## config.mk

```make
export PLATFORM = sky130hd
export DESIGN_NAME = can_opb_sched_flat
export DESIGN_NICKNAME = d
export VERILOG_FILES = /design/src/rtl/can_opb_sched_if.sv /design/src/rtl/can_opb_sched.sv /design/src/flat_wrapper.sv
export SDC_FILE = /design/constraint.sdc
export NUM_CORES = 1
export LEC_CHECK = 0
export ABC_AREA = 1
export BUFFER_PORTS_ARGS = -buffer_cell sky130_fd_sc_hd__buf_4
export CAP_MARGIN = 0
export CORE_AREA = 4 4 137 139
export CTS_CLUSTER_SIZE = 40
export DETAILED_ROUTE_END_ITERATION = 12
export DIE_AREA = 0 0 141 143
export SETUP_SLACK_MARGIN = 0.4
export SLEW_MARGIN = 20
export SYNTH_ARGS = -nofsm -noshare
export SYNTH_HDL_FRONTEND = slang
export SYNTH_SLANG_ARGS = --single-unit
```

## constraint.sdc

```tcl
create_clock -name OPB_CLK -period 1.5 [get_ports OPB_CLK]
set_input_delay 0.15 -clock OPB_CLK [delete_from_list [all_inputs] [get_ports OPB_CLK]]
set_output_delay 0.15 -clock OPB_CLK [all_outputs]
set_load 0.005 [all_outputs]
```

## src/rtl/can_opb_sched_if.sv

```systemverilog
// rtl/can_opb_sched_if.sv - requester and CAN-side signal bundle for can_opb_sched
interface can_opb_sched_if;
  logic        M0_REQ, M1_REQ, M0_WE, M1_WE;
  logic [15:0] M0_ADDR, M1_ADDR;
  logic [31:0] M0_DI, M1_DI;
  logic        M0_ACK, M1_ACK, M0_ERR, M1_ERR;
  logic [31:0] M0_DO, M1_DO;
  logic [15:0] CAN_ADDR;
  logic [31:0] CAN_DI;
  logic        CAN1_RE, CAN2_RE, CAN3_RE, CAN4_RE;
  logic        CAN1_WE, CAN2_WE, CAN3_WE, CAN4_WE;
  logic [31:0] CAN1_DO, CAN2_DO, CAN3_DO, CAN4_DO;
  logic        BUSY;

  modport slave (
    input  M0_REQ, M1_REQ, M0_WE, M1_WE, M0_ADDR, M1_ADDR, M0_DI, M1_DI,
    input  CAN1_DO, CAN2_DO, CAN3_DO, CAN4_DO,
    output M0_ACK, M1_ACK, M0_ERR, M1_ERR, M0_DO, M1_DO,
    output CAN_ADDR, CAN_DI,
    output CAN1_RE, CAN2_RE, CAN3_RE, CAN4_RE,
    output CAN1_WE, CAN2_WE, CAN3_WE, CAN4_WE,
    output BUSY
  );

  modport master (
    output M0_REQ, M1_REQ, M0_WE, M1_WE, M0_ADDR, M1_ADDR, M0_DI, M1_DI,
    output CAN1_DO, CAN2_DO, CAN3_DO, CAN4_DO,
    input  M0_ACK, M1_ACK, M0_ERR, M1_ERR, M0_DO, M1_DO,
    input  CAN_ADDR, CAN_DI,
    input  CAN1_RE, CAN2_RE, CAN3_RE, CAN4_RE,
    input  CAN1_WE, CAN2_WE, CAN3_WE, CAN4_WE,
    input  BUSY
  );
endinterface

```

## src/rtl/can_opb_sched.sv

```systemverilog
// rtl/can_opb_sched.sv - round-robin two-master scheduler for the four CAN register windows
module can_opb_sched #(
  parameter int unsigned READ_LAT = 2,
  parameter int unsigned GAP_CYC  = 1
) (
  input  logic           OPB_CLK,
  input  logic           OPB_RST_N,
  can_opb_sched_if.slave bus
);
  typedef enum logic [2:0] {S_IDLE, S_STROBE, S_WAIT, S_DONE, S_ERR, S_GAP} state_t;

  localparam logic [3:0] READ_LAT_C = 4'(READ_LAT);
  localparam logic [3:0] GAP_C      = 4'(GAP_CYC);
  localparam bit         HAS_GAP    = (GAP_CYC != 0);

  state_t      state_q, state_d;
  logic        last_q, last_d;
  logic        gnt_q, gnt_d;
  logic        we_q, we_d;
  logic [15:0] addr_q, addr_d;
  logic [31:0] di_q, di_d;
  logic [31:0] rdata_q, rdata_d;
  logic [3:0]  cnt_q, cnt_d;

  logic        req_any, gnt_sel, sel_we, sel_valid;
  logic [15:0] sel_addr;
  logic [31:0] sel_di, can_do_sel;

  // A tie goes to whoever was not served last; last_q resets to M1 so M0 wins first.
  assign req_any  = bus.M0_REQ | bus.M1_REQ;
  assign gnt_sel  = (bus.M0_REQ & bus.M1_REQ) ? ~last_q : bus.M1_REQ;
  assign sel_we   = gnt_sel ? bus.M1_WE   : bus.M0_WE;
  assign sel_addr = gnt_sel ? bus.M1_ADDR : bus.M0_ADDR;
  assign sel_di   = gnt_sel ? bus.M1_DI   : bus.M0_DI;

  always_comb begin
    sel_valid = 1'b0;
    case (sel_addr[14:11])
      4'b0001, 4'b0010, 4'b0100, 4'b1000: sel_valid = 1'b1;
      default:                            sel_valid = 1'b0;
    endcase
  end

  always_comb begin
    can_do_sel = '0;
    case (addr_q[14:11])
      4'b0001: can_do_sel = bus.CAN1_DO;
      4'b0010: can_do_sel = bus.CAN2_DO;
      4'b0100: can_do_sel = bus.CAN3_DO;
      4'b1000: can_do_sel = bus.CAN4_DO;
      default: can_do_sel = '0;
    endcase
  end

  always_comb begin
    state_d = state_q;
    last_d  = last_q;
    gnt_d   = gnt_q;
    we_d    = we_q;
    addr_d  = addr_q;
    di_d    = di_q;
    rdata_d = rdata_q;
    cnt_d   = cnt_q;
    case (state_q)
      S_IDLE: begin
        if (req_any) begin
          gnt_d   = gnt_sel;
          we_d    = sel_we;
          addr_d  = sel_addr;
          di_d    = sel_di;
          state_d = sel_valid ? S_STROBE : S_ERR;
        end
      end
      S_STROBE: begin
        if (we_q) begin
          state_d = S_DONE;
        end else begin
          cnt_d   = READ_LAT_C;
          state_d = S_WAIT;
        end
      end
      S_WAIT: begin
        cnt_d = cnt_q - 4'd1;
        if (cnt_q == 4'd1) begin
          rdata_d = can_do_sel;
          state_d = S_DONE;
        end
      end
      S_DONE, S_ERR: begin
        last_d = gnt_q;
        if (HAS_GAP) begin
          cnt_d   = GAP_C;
          state_d = S_GAP;
        end else begin
          state_d = S_IDLE;
        end
      end
      S_GAP: begin
        cnt_d = cnt_q - 4'd1;
        if (cnt_q == 4'd1) state_d = S_IDLE;
      end
      default: state_d = S_IDLE;
    endcase
  end

  always_ff @(posedge OPB_CLK or negedge OPB_RST_N) begin
    if (!OPB_RST_N) begin
      state_q <= S_IDLE;
      last_q  <= 1'b1;
      gnt_q   <= 1'b0;
      we_q    <= 1'b0;
      addr_q  <= '0;
      di_q    <= '0;
      rdata_q <= '0;
      cnt_q   <= '0;
    end else begin
      state_q <= state_d;
      last_q  <= last_d;
      gnt_q   <= gnt_d;
      we_q    <= we_d;
      addr_q  <= addr_d;
      di_q    <= di_d;
      rdata_q <= rdata_d;
      cnt_q   <= cnt_d;
    end
  end

  // Strobes and acks decode straight from the state register so reset kills them at once.
  logic stb, ack, done_rd;
  assign stb     = (state_q == S_STROBE);
  assign ack     = (state_q == S_DONE) || (state_q == S_ERR);
  assign done_rd = (state_q == S_DONE) && !we_q;

  assign bus.CAN1_RE = stb & ~we_q & addr_q[11];
  assign bus.CAN2_RE = stb & ~we_q & addr_q[12];
  assign bus.CAN3_RE = stb & ~we_q & addr_q[13];
  assign bus.CAN4_RE = stb & ~we_q & addr_q[14];
  assign bus.CAN1_WE = stb &  we_q & addr_q[11];
  assign bus.CAN2_WE = stb &  we_q & addr_q[12];
  assign bus.CAN3_WE = stb &  we_q & addr_q[13];
  assign bus.CAN4_WE = stb &  we_q & addr_q[14];

  assign bus.M0_ACK   = ack & ~gnt_q;
  assign bus.M1_ACK   = ack &  gnt_q;
  assign bus.M0_ERR   = (state_q == S_ERR) & ~gnt_q;
  assign bus.M1_ERR   = (state_q == S_ERR) &  gnt_q;
  assign bus.M0_DO    = (done_rd & ~gnt_q) ? rdata_q : '0;
  assign bus.M1_DO    = (done_rd &  gnt_q) ? rdata_q : '0;
  assign bus.CAN_ADDR = addr_q;
  assign bus.CAN_DI   = di_q;
  assign bus.BUSY     = (state_q != S_IDLE);
endmodule

```

## src/flat_wrapper.sv

```systemverilog
// flat-port wrapper written by rule: the top's interface ports become plain ports
module can_opb_sched_flat 
#(
  parameter int unsigned READ_LAT = 2,
  parameter int unsigned GAP_CYC  = 1
)
  (OPB_CLK, OPB_RST_N, bus_M0_REQ, bus_M1_REQ, bus_M0_WE, bus_M1_WE, bus_M0_ADDR, bus_M1_ADDR, bus_M0_DI, bus_M1_DI, bus_CAN1_DO, bus_CAN2_DO, bus_CAN3_DO, bus_CAN4_DO, bus_M0_ACK, bus_M1_ACK, bus_M0_ERR, bus_M1_ERR, bus_M0_DO, bus_M1_DO, bus_CAN_ADDR, bus_CAN_DI, bus_CAN1_RE, bus_CAN2_RE, bus_CAN3_RE, bus_CAN4_RE, bus_CAN1_WE, bus_CAN2_WE, bus_CAN3_WE, bus_CAN4_WE, bus_BUSY);
  can_opb_sched_if bus_i ();
  input  logic OPB_CLK;
  input  logic OPB_RST_N;
  input wire logic [$bits(bus_i.M0_REQ)-1:0] bus_M0_REQ;
  input wire logic [$bits(bus_i.M1_REQ)-1:0] bus_M1_REQ;
  input wire logic [$bits(bus_i.M0_WE)-1:0] bus_M0_WE;
  input wire logic [$bits(bus_i.M1_WE)-1:0] bus_M1_WE;
  input wire logic [$bits(bus_i.M0_ADDR)-1:0] bus_M0_ADDR;
  input wire logic [$bits(bus_i.M1_ADDR)-1:0] bus_M1_ADDR;
  input wire logic [$bits(bus_i.M0_DI)-1:0] bus_M0_DI;
  input wire logic [$bits(bus_i.M1_DI)-1:0] bus_M1_DI;
  input wire logic [$bits(bus_i.CAN1_DO)-1:0] bus_CAN1_DO;
  input wire logic [$bits(bus_i.CAN2_DO)-1:0] bus_CAN2_DO;
  input wire logic [$bits(bus_i.CAN3_DO)-1:0] bus_CAN3_DO;
  input wire logic [$bits(bus_i.CAN4_DO)-1:0] bus_CAN4_DO;
  output wire logic [$bits(bus_i.M0_ACK)-1:0] bus_M0_ACK;
  output wire logic [$bits(bus_i.M1_ACK)-1:0] bus_M1_ACK;
  output wire logic [$bits(bus_i.M0_ERR)-1:0] bus_M0_ERR;
  output wire logic [$bits(bus_i.M1_ERR)-1:0] bus_M1_ERR;
  output wire logic [$bits(bus_i.M0_DO)-1:0] bus_M0_DO;
  output wire logic [$bits(bus_i.M1_DO)-1:0] bus_M1_DO;
  output wire logic [$bits(bus_i.CAN_ADDR)-1:0] bus_CAN_ADDR;
  output wire logic [$bits(bus_i.CAN_DI)-1:0] bus_CAN_DI;
  output wire logic [$bits(bus_i.CAN1_RE)-1:0] bus_CAN1_RE;
  output wire logic [$bits(bus_i.CAN2_RE)-1:0] bus_CAN2_RE;
  output wire logic [$bits(bus_i.CAN3_RE)-1:0] bus_CAN3_RE;
  output wire logic [$bits(bus_i.CAN4_RE)-1:0] bus_CAN4_RE;
  output wire logic [$bits(bus_i.CAN1_WE)-1:0] bus_CAN1_WE;
  output wire logic [$bits(bus_i.CAN2_WE)-1:0] bus_CAN2_WE;
  output wire logic [$bits(bus_i.CAN3_WE)-1:0] bus_CAN3_WE;
  output wire logic [$bits(bus_i.CAN4_WE)-1:0] bus_CAN4_WE;
  output wire logic [$bits(bus_i.BUSY)-1:0] bus_BUSY;
  assign bus_i.M0_REQ = bus_M0_REQ;
  assign bus_i.M1_REQ = bus_M1_REQ;
  assign bus_i.M0_WE = bus_M0_WE;
  assign bus_i.M1_WE = bus_M1_WE;
  assign bus_i.M0_ADDR = bus_M0_ADDR;
  assign bus_i.M1_ADDR = bus_M1_ADDR;
  assign bus_i.M0_DI = bus_M0_DI;
  assign bus_i.M1_DI = bus_M1_DI;
  assign bus_i.CAN1_DO = bus_CAN1_DO;
  assign bus_i.CAN2_DO = bus_CAN2_DO;
  assign bus_i.CAN3_DO = bus_CAN3_DO;
  assign bus_i.CAN4_DO = bus_CAN4_DO;
  assign bus_M0_ACK = bus_i.M0_ACK;
  assign bus_M1_ACK = bus_i.M1_ACK;
  assign bus_M0_ERR = bus_i.M0_ERR;
  assign bus_M1_ERR = bus_i.M1_ERR;
  assign bus_M0_DO = bus_i.M0_DO;
  assign bus_M1_DO = bus_i.M1_DO;
  assign bus_CAN_ADDR = bus_i.CAN_ADDR;
  assign bus_CAN_DI = bus_i.CAN_DI;
  assign bus_CAN1_RE = bus_i.CAN1_RE;
  assign bus_CAN2_RE = bus_i.CAN2_RE;
  assign bus_CAN3_RE = bus_i.CAN3_RE;
  assign bus_CAN4_RE = bus_i.CAN4_RE;
  assign bus_CAN1_WE = bus_i.CAN1_WE;
  assign bus_CAN2_WE = bus_i.CAN2_WE;
  assign bus_CAN3_WE = bus_i.CAN3_WE;
  assign bus_CAN4_WE = bus_i.CAN4_WE;
  assign bus_BUSY = bus_i.BUSY;
  can_opb_sched #(.READ_LAT(READ_LAT), .GAP_CYC(GAP_CYC)) u_core (.OPB_CLK(OPB_CLK), .OPB_RST_N(OPB_RST_N), .bus(bus_i));
endmodule
```

# Word-level counts from Yosys, hierarchy flattened
# Index checks and enable logic that the tools add are counted.
[op_classes]
addsub = 1
multipliers = 0
div = 0
magnitude_cmp = 0
n_eq_ne = 18
n_shift = 0
n_mux = 16
bitwise_logic = 21
n_reduce_logical = 13
[ops]
columns = ["cell", "count"]
rows = [
  ["case mux 32 bit (4 select lines)", 1],
  ["2-to-1 mux 32 bit", 3],
  ["AND 1 bit", 17],
  ["2-to-1 mux 16 bit", 1],
  ["case mux 3 bit (5 select lines)", 1],
  ["equality test 4 x 1 -> 1 bit (second input constant)", 3],
  ["2-to-1 mux 3 bit", 4],
  ["case mux 4 bit (3 select lines)", 1],
  ["equality test 4 x 2 -> 1 bit (second input constant)", 2],
  ["equality test 4 x 3 -> 1 bit (second input constant)", 2],
  ["equality test 4 bit (second input constant)", 2],
  ["equality test 3 x 2 -> 1 bit (second input constant)", 2],
  ["equality test 3 bit (second input constant)", 2],
  ["inequality test 2 x 1 -> 1 bit (second input constant)", 3],
  ["AND reduction 2 bit", 3],
  ["nonzero test 3 bit", 2],
  ["2-to-1 mux 1 bit", 4],
  ["2-to-1 mux 4 bit", 1],
  ["OR reduction 2 bit", 2],
  ["OR reduction 4 bit", 1],
  ["subtractor 4 x 1 -> 4 bit (second input constant)", 1],
  ["equality test 3 x 1 -> 1 bit (second input constant)", 1],
  ["zero test 3 bit", 1],
  ["NOT 1 bit", 3],
  ["other kinds (6)", 6],
]
[totals]
ff_bits = 90
latch_bits = 0
ramBits = 0
romBits = 0
in_bits = 230
out_inout_bits = 125
wordCells = 77
n_memories = 0

# Logic depth before layout (Yosys ltp)
# Gate-level depths: netlist of run 1.
[depth]
word_depth = 9
mapped_depth = 12
depth_no_buf = 12

# Least setup slack after synthesis of run 1
# No wires, ideal clock.
[synth_timing]
path_type = "reg-to-reg"
start = "register u_core.last_q"
end = "register u_core.we_q"
setup_time_ps = 126
t_arrival_ps = 1198
required_time_ps = 1374
path_slack_ps = 175
stages_incl_launch_ff = 7
path_buffers = 1
synth_period_minus_slack_ps = 1325
path_cell_list = "dfstp_2 nand2_4 nand2_8 inv_2 buf_2 o21ai_1 o22ai_2"
[synth_between]
elab_chain_len = 3
[synth_lines]
columns = ["element", "line", "rtl"]
rows = [
  ["start: declaration", "can_opb_sched.sv:17", "logic last_q, last_d;"],
  ["start signal: assignment", "can_opb_sched.sv:118", "last_q <= last_d;"],
  ["NOT 1 bit", "can_opb_sched.sv:31", "assign gnt_sel = (bus.M0_REQ & bus.M1_REQ) ? ~last_q : bus.M1_REQ;"],
  ["2-to-1 mux 1 bit", "can_opb_sched.sv:31", ""],
  ["2-to-1 mux 1 bit", "can_opb_sched.sv:32", "assign sel_we = gnt_sel ? bus.M1_WE : bus.M0_WE;"],
  ["end signal: assignment", "can_opb_sched.sv:120", "we_q <= we_d;"],
  ["end: declaration", "can_opb_sched.sv:19", "logic we_q, we_d;"],
]
# No other way between the ends.
# A chain may end at the register's enable or synchronous reset.

# Worst setup path after layout of run 1
[layout_timing]
start = "register u_core.state_q[2]"
end = "output port bus_M0_DO[1]"
[layout_between]
elab_chain_len = 4
[layout_lines]
columns = ["element", "line", "rtl"]
rows = [
  ["start: declaration", "can_opb_sched.sv:16", "state_t state_q, state_d;"],
  ["start signal: assignment", "can_opb_sched.sv:117", "state_q <= state_d;"],
  ["equality test 3 x 2 -> 1 bit", "can_opb_sched.sv:132", "assign done_rd = (state_q == S_DONE) && !we_q;"],
  ["logical AND 1 bit", "can_opb_sched.sv:132", ""],
  ["AND 1 bit", "can_opb_sched.sv:147", "assign bus.M0_DO = (done_rd & ~gnt_q) ? rdata_q : '0;"],
  ["2-to-1 mux 32 bit", "can_opb_sched.sv:147", ""],
  ["end: declaration", "flat_wrapper.sv:27", "output wire logic [$bits(bus_i.M0_DO)-1:0] bus_M0_DO;"],
]
# No other way between the ends.

==> impl_metrics.csv, run 1 <==
group,metric,value,unit
layout,finalInstanceArea,11700,um^2
floorplan,dieArea,20200,um^2
layout,area_growth,110,%
worst_setup_path,required,1.35,ns
clock_tree,clock_sinks,90,
route,totalWireLength,28.5,mm
timing,worst_slack,-0.342,ns
floorplan,die_x,141,um
timing,max_slew_margin,82.8,%
placement,dp_hpwl,18.0,mm
global_routing,grt_antenna_before_repair,0,
timing,final-setup-viol-count,146,
clock_tree,cts.clk_slew.worst_paths,0.07,ns
pwr,p_leak,6.07,nW
placement,place.gp.congestion,0.877,
timing,worst_pin_slew,0.256,ns
route,drt_iter0_markers,366,
pwr,swShare,41.8,%
yosys,yosysWarnings,0,
yosys,synth_top_cell_area_share,40.0,%
job,cap_viol_max_count,0,
yosys,synth.avg_cell_area,7.11,um^2
global_routing,grt_pass1_vias,7420,
yosys,yosysTopAreaCell,"dfrtp_1",
floorplan,start_util,31.6,%
timing,finClkSkew,0.00995,ns
timing,drv_slew,0,
pwr,p_switching,8.62,mW
yosys,mappedNetlistNets,1016,
pwr,p_int,12.0,mW
run_status,violations,"setup timing",
yosys,synthCells,784,
yosys,syn_area,5570,um^2
placement,port_buffers,354,
timing,rsz0062_at_grt,"yes",
clock_tree,clk-insertion-delay-late,0.35,ns
worst_setup_path,end_kind,"output port",
placement,placed_area,8830,um^2
global_routing,gr-usage-all-layers,26.9,%
worst_setup_path,r2r_cells,11,
route,drc,0,
worst_hold_path,hold_path_class,"in -> reg",
floorplan,core-area,17700,um^2
clock_tree,numCtsBuffers,9,
timing,timing.hold.ws,0.0535,ns
floorplan,num_io_pins,355,
timing,tns,-25.27,ns
pwr,pwr_density_cell,1760,nW/um^2
route,dr_total_vias,7184,
timing,finalCritPeriodShare,123,%
worst_setup_path,critPathMaxFanout,6,
global_routing,grt_max_degree,45,
timing,period_minus_slack,1.84,ns
floorplan,die_h,143,um
floorplan,row_count,49,
clock_tree,htree_levels,3,
global_routing,grt_pass1_wl,42.0,mm
layout,antenna_cells,0,
yosys,synth_cell_type_count,28,
worst_setup_path,cp-start-kind,"flop",
clock_tree,clockBufferDepth,2,
worst_setup_path,arrival,1.69,ns
pwr,ir_worst_vdd,0.832,mV
yosys,synthTopCellsByArea,"dfrtp_1, nand2_1, nor2_1",
pwr,seq_power_share,22.5,%
timing,max_freq,543,MHz
layout,fin_util,66.4,%
pwr,combPwrFrac,66.3,%
worst_hold_path,whs_path_depth,3,
yosys,yosysSeqAreaShare,40.4,%
route,first_pass_iters,5,
route,postRouteAntennaNets,0,
layout,n_fill_cell,1400,
worst_setup_path,path_class,"reg -> out",
placement,dp_slack,-0.0950,ns
timing,hold_viol,0,
pwr,p_clk_share,11.1,%
run_status,status,"complete, but fails checks",
layout,finalNetCount,1456,
route,viasPerCell,4.93,
yosys,ys_ff_latch,90,
clock_tree,cts.root.buffer_cell,"clkbuf_16",
layout,drive_above_1_share,65.6,%
route,wl_per_cell,19.5,um
global_routing,grt_overflow,0,
clock_tree,cts_tree,"done",
[cell usage in the layout, fill, tap and decap left out, types with 6 or more instances in the layout]
cell type,instances
a211oi_2,7
a21oi_1,6
a21oi_2,17
buf_12,28
buf_16,23
buf_4,364
buf_6,50
clkbuf_16,10
dfrtp_1,83
dfrtp_2,6
inv_1,51
inv_2,9
nand2_1,119
nand2_2,54
nand2_4,50
nand3_1,6
nand3_2,21
nand3_4,9
nor2_1,82
nor2_2,39
nor2_4,25
o21ai_1,60
o21ai_2,62
[metrics by stage]
step                      cells  total power, mW
final                      1458             20.6
after global routing       1458             21.9
after CTS                  1449             19.9
after detailed placement   1364             12.8
after global placement     1364             12.7
after floorplan             784             9.12
[kinds of logic (layout without fill, tap and decap cells)]
kind of cell / after synthesis / count (layout) / synth area share [%]
compound gates: 167 / 167 / 19.6
fa+ha+maj: 2 / 2 / 0.449
flops: 90 / 90 / 40.4
buf+inv: 111 / 554 / 9.18
simple gates: 414 / 416 / 30.3
[cell type report]
class	count	area [um^2]	share of cell area (%)
clock buffer	11	233	1.99
tap	229	287	2.44
timing repair inverter	1	7.51	0.0640
clock inverter	5	53.8	0.459
timing repair buffer	468	4540	38.7
inverter	69	299	2.55
sequential	90	2260	19.3
multi-input combinational	585	4040	34.5
[critical path: stages (launching register included)]
cell and delay (ns):
dfrtp_1 0.40, inv_2 0.11, nand3_4 0.09, nor2_4 0.15
nand2_4 0.10, buf_12 0.15, buf_16 0.15, nor2_4 0.10
buf_6 0.10
[worst paths after layout]
kind                                                       to  slack, ns                          startpoint
setup / recovery                                 bus_M0_DO[1]      -0.34       u_core.state_q[2]$_DFFE_PN0P_
hold / removal             u_core.bus.CAN_ADDR[7]$_DFFE_PN0P_       0.05                      bus_M1_ADDR[7]
setup reg to reg           u_core.bus.CAN_ADDR[1]$_DFFE_PN0P_      -0.20       u_core.state_q[1]$_DFFE_PN0P_
hold reg to reg            u_core.bus.CAN_ADDR[0]$_DFFE_PN0P_       0.48  u_core.bus.CAN_ADDR[0]$_DFFE_PN0P_
max in group asynchronous           u_core.last_q$_DFFE_PN1N_       0.71                           OPB_RST_N
min in group asynchronous  u_core.bus.CAN_ADDR[6]$_DFFE_PN0P_       0.24                           OPB_RST_N
[what timing repair did]
| item | 4_1_cts | 5_1_grt |
|---|---|---|
| setup buffers | 42 | 6 |
| endpoints found under the setup margin | 170 | 171 |
| hold buffers | 1 | 0 |
| pin swaps | 78 | 54 |
| resized for setup | 311 | 88 |
| cloned | 26 | 3 |
| endpoints found under the hold margin | 89 | 0 |
[sequential cells by signal, indices dropped and copies added, names as in the netlist]
signal	flops
u_core.cnt_q	4
u_core.bus.CAN_ADDR	16
u_core.gnt_q	1
u_core.bus.CAN_DI	32
u_core.state_q	3
u_core.we_q	1
u_core.last_q	1
u_core.rdata_q	32
[metal layers]
layer  up-vias  routed length (um)  global-route usage [%]
li1       3392                   -                       -
met1      3400                9980                    29.5
met2       333               14800                    47.9
met3        59                2790                    9.18
met4         0                 864                    10.6
met5         -                   0                       0
[cell usage after synthesis, drive strengths merged]
cell type,n
dfstp,1
o22ai,1
buf,36
inv,69
nor3,4
nand2,224
o21ai,128
a21oi,28
a211oi,10
nand3b,4
clkbuf,6
nor2,146
dfrtp,89
ha,2
nand3,36
[power by group through the flow]
stage	Clock (mW)	Combinational, mW	Sequential [mW]
after floorplan	0	4.73	4.40
after global placement	0	8.23	4.44
after detailed placement	0	8.33	4.44
after CTS	2.36	12.9	4.60
after global routing	2.47	14.7	4.78
final	2.30	13.7	4.64
Power figures use the tool's default switching activity.
==> inputs of run 2 (changes only) <==
--- a/config.mk
+++ b/config.mk
@@ -12,6 +12,7 @@
 export CTS_CLUSTER_SIZE = 40
 export DETAILED_ROUTE_END_ITERATION = 12
 export DIE_AREA = 0 0 141 143
+export REMOVE_ABC_BUFFERS = 1
 export SETUP_SLACK_MARGIN = 0.4
 export SLEW_MARGIN = 20
 export SYNTH_ARGS = -nofsm -noshare
==> impl_metrics.csv, run 2 (synthesis results as in run 1) <==
group,metric,value,unit
run_status,status,"complete, but fails checks",
run_status,violations,"setup timing",
placement,dp.cells,1358,
pwr,combPwrFrac,64.3,%
worst_setup_path,worstPathCellList,"inv_2, nand3_4, nor2_4, nand2_1, buf_12, nor2_1, buf_4",
worst_setup_path,path_class,"reg -> out",
route,wl_per_cell,18.9,um
worst_setup_path,worst_path_max_delay_cell,"dfrtp_1",
worst_setup_path,path_buf_inv,3,
clock_tree,cts.clk_slew.worst_paths,0.07,ns
worst_setup_path,critPathMaxFanout,32,
floorplan,dieArea,20200,um^2
timing,finalCritPeriodShare,122,%
floorplan,num_io_pins,355,
clock_tree,clock_sinks,90,
worst_setup_path,crit_path_max_incr_delay,0.42,ns
worst_hold_path,hold_start,"bus_M1_ADDR[9]",
global_routing,grt_overflow,0,
route,postRouteAntennaNets,0,
global_routing,grt_antenna_before_repair,0,
route,drt_iter0_markers,266,
route,totalWireLength,27.4,mm
pwr,p_clk_share,12.4,%
layout,drive_above_1_share,63.0,%
pwr,pwr_density_cell,1710,nW/um^2
layout,area_growth,105,%
global_routing,gr-usage-all-layers,24.7,%
placement,place.gp.congestion,0.801,
worst_setup_path,r2r_setup_slack,-0.19,ns
worst_setup_path,r2r_cells,11,
timing,drv_slew,0,
worst_setup_path,required,1.35,ns
job,cap_viol_max_count,0,
floorplan,row_count,49,
global_routing,grt_pass1_wl,38.5,mm
layout,final_cell_mix,"buf_4, nand2_1, nor2_1",
placement,dp_hpwl,17.2,mm
placement,placed_area,8660,um^2
clock_tree,cts_tree,"done",
clock_tree,htree_levels,3,
global_routing,grt_pass1_vias,6978,
timing,max_freq,545,MHz
layout,finalInstanceArea,11400,um^2
layout,fin_util,64.7,%
clock_tree,cts.root.buffer_cell,"clkbuf_16",
clock_tree,numCtsBuffers,9,
pwr,seq_power_share,23.3,%
worst_hold_path,whs_path_depth,3,
route,first_pass_iters,4,
worst_setup_path,critPathTopFamily,"simple AND/OR/NAND/NOR gates",
floorplan,start_util,31.6,%
timing,worst_pin_slew,0.326,ns
timing,final-setup-viol-count,158,
route,dr_total_vias,6983,
route,drc,0,
worst_hold_path,hold_end,"u_core.bus.CAN_ADDR[9]$_DFFE_PN0P_",
timing,finClkSkew,0.0108,ns
layout,n_fill_cell,1457,
pwr,p_leak,5.96,nW
timing,worst_slack,-0.335,ns
layout,finalNetCount,1448,
timing,period_minus_slack,1.83,ns
floorplan,core-area,17700,um^2
pwr,p_int,11.3,mW
pwr,p_switching,8.26,mW
timing,max_slew_margin,78.3,%
worst_setup_path,arrival,1.68,ns
floorplan,die_x,141,um
layout,antenna_cells,0,
timing,hold_viol,0,
layout,final_common_cell,"buf_4",
worst_setup_path,end_kind,"output port",
pwr,swShare,42.3,%
placement,dp_slack,0.0127,ns
timing,timing.hold.ws,0.0421,ns
timing,tns,-25.92,ns
route,viasPerCell,4.82,
clock_tree,clk-insertion-delay-late,0.34,ns
placement,port_buffers,354,
worst_setup_path,reg2reg_to,"u_core.bus.CAN_DI[5]$_DFFE_PN0P_",
worst_hold_path,hold_path_class,"in -> reg",
timing,rsz0062_at_grt,"yes",
floorplan,die_h,143,um
clock_tree,clockBufferDepth,2,
pwr,ir_worst_vdd,0.871,mV
worst_setup_path,r2r_start,"u_core.state_q[0]$_DFFE_PN0P_",
global_routing,grt_max_degree,55,
layout,instances_no_fill,1450,
pwr,total_power,19.5,mW
worst_setup_path,cp-start-kind,"flop",
## run 2: changes by cell type in the layout (fill, tap and decap cells not counted), sizes merged
| cell | previous run | this run |
|---|---|---|
| nand2 | 226 | 224 |
| buf | 466 | 454 |
| inv | 69 | 71 |
| bufbuf | 0 | 2 |
| clkinv | 4 | 3 |
| clkbuf | 12 | 15 |
## run 2: how the worst max path moves through the flow
stage / from / end / slack [ns] / depth (start not counted)
3_3_place_gp: u_core.state_q[1]$_DFFE_PN0P_ / u_core.cnt_q[3]$_DFFE_PN0P_ / 0.01 / 9
6_report: u_core.state_q[2]$_DFFE_PN0P_ / bus_M0_DO[13] / -0.33 / 7
4_1_cts: u_core.state_q[2]$_DFFE_PN0P_ / bus_M1_DO[3] / -0.27 / 8
2_1_floorplan: u_core.state_q[1]$_DFFE_PN0P_ / u_core.bus.CAN_ADDR[2]$_DFFE_PN0P_ / -0.26 / 7
3_5_place_dp: u_core.state_q[1]$_DFFE_PN0P_ / u_core.cnt_q[2]$_DFFE_PN0P_ / 0.01 / 9
5_1_grt: u_core.gnt_q$_DFFE_PN0P_ / bus_M0_DO[13] / -0.41 / 5
## run 2: repair_timing
action	CTS	global route
buffers inserted	27	24
pin swaps	33	73
resized for setup	188	216
hold buffers	1	0
gates cloned	17	7
endpoints found under the setup margin	170	170
hold endpoints to repair	28	0
## run 2: power groups by stage
stage | combinational (mW) | clock, mW | sequential, mW
2_1_floorplan | 4.10 | 0 | 4.38
3_3_place_gp | 7.95 | 0 | 4.42
3_5_place_dp | 8.03 | 0 | 4.43
4_1_cts | 10.3 | 2.46 | 4.48
5_1_grt | 13.5 | 2.55 | 4.70
6_report | 12.6 | 2.42 | 4.56
## run 2: layer usage
| layer | track usage [%] | share of wire (%) |
|---|---|---|
| met5 | 0 | 0 |
| met4 | 8.52 | 1.9 |
| met3 | 7.17 | 7.9 |
| met2 | 45.0 | 53 |
| met1 | 27.5 | 37 |
## run 2: layout make-up
type / count / area (um^2) / area share, %
clock buffer: 10 / 239 / 2.09
inverter: 69 / 302 / 2.64
multi-input combinational: 583 / 3850 / 33.7
timing repair inverter: 1 / 6.26 / 0.0548
sequential: 90 / 2260 / 19.8
tap: 229 / 287 / 2.51
clock inverter: 6 / 72.6 / 0.635
timing repair buffer: 462 / 4410 / 38.6
## run 2: worst min-delay path: cells and delay by family
kind	cells	cell delay (ns)
compound gates	1	0.10
buf+inv	1	0.08
simple gates	1	0.03
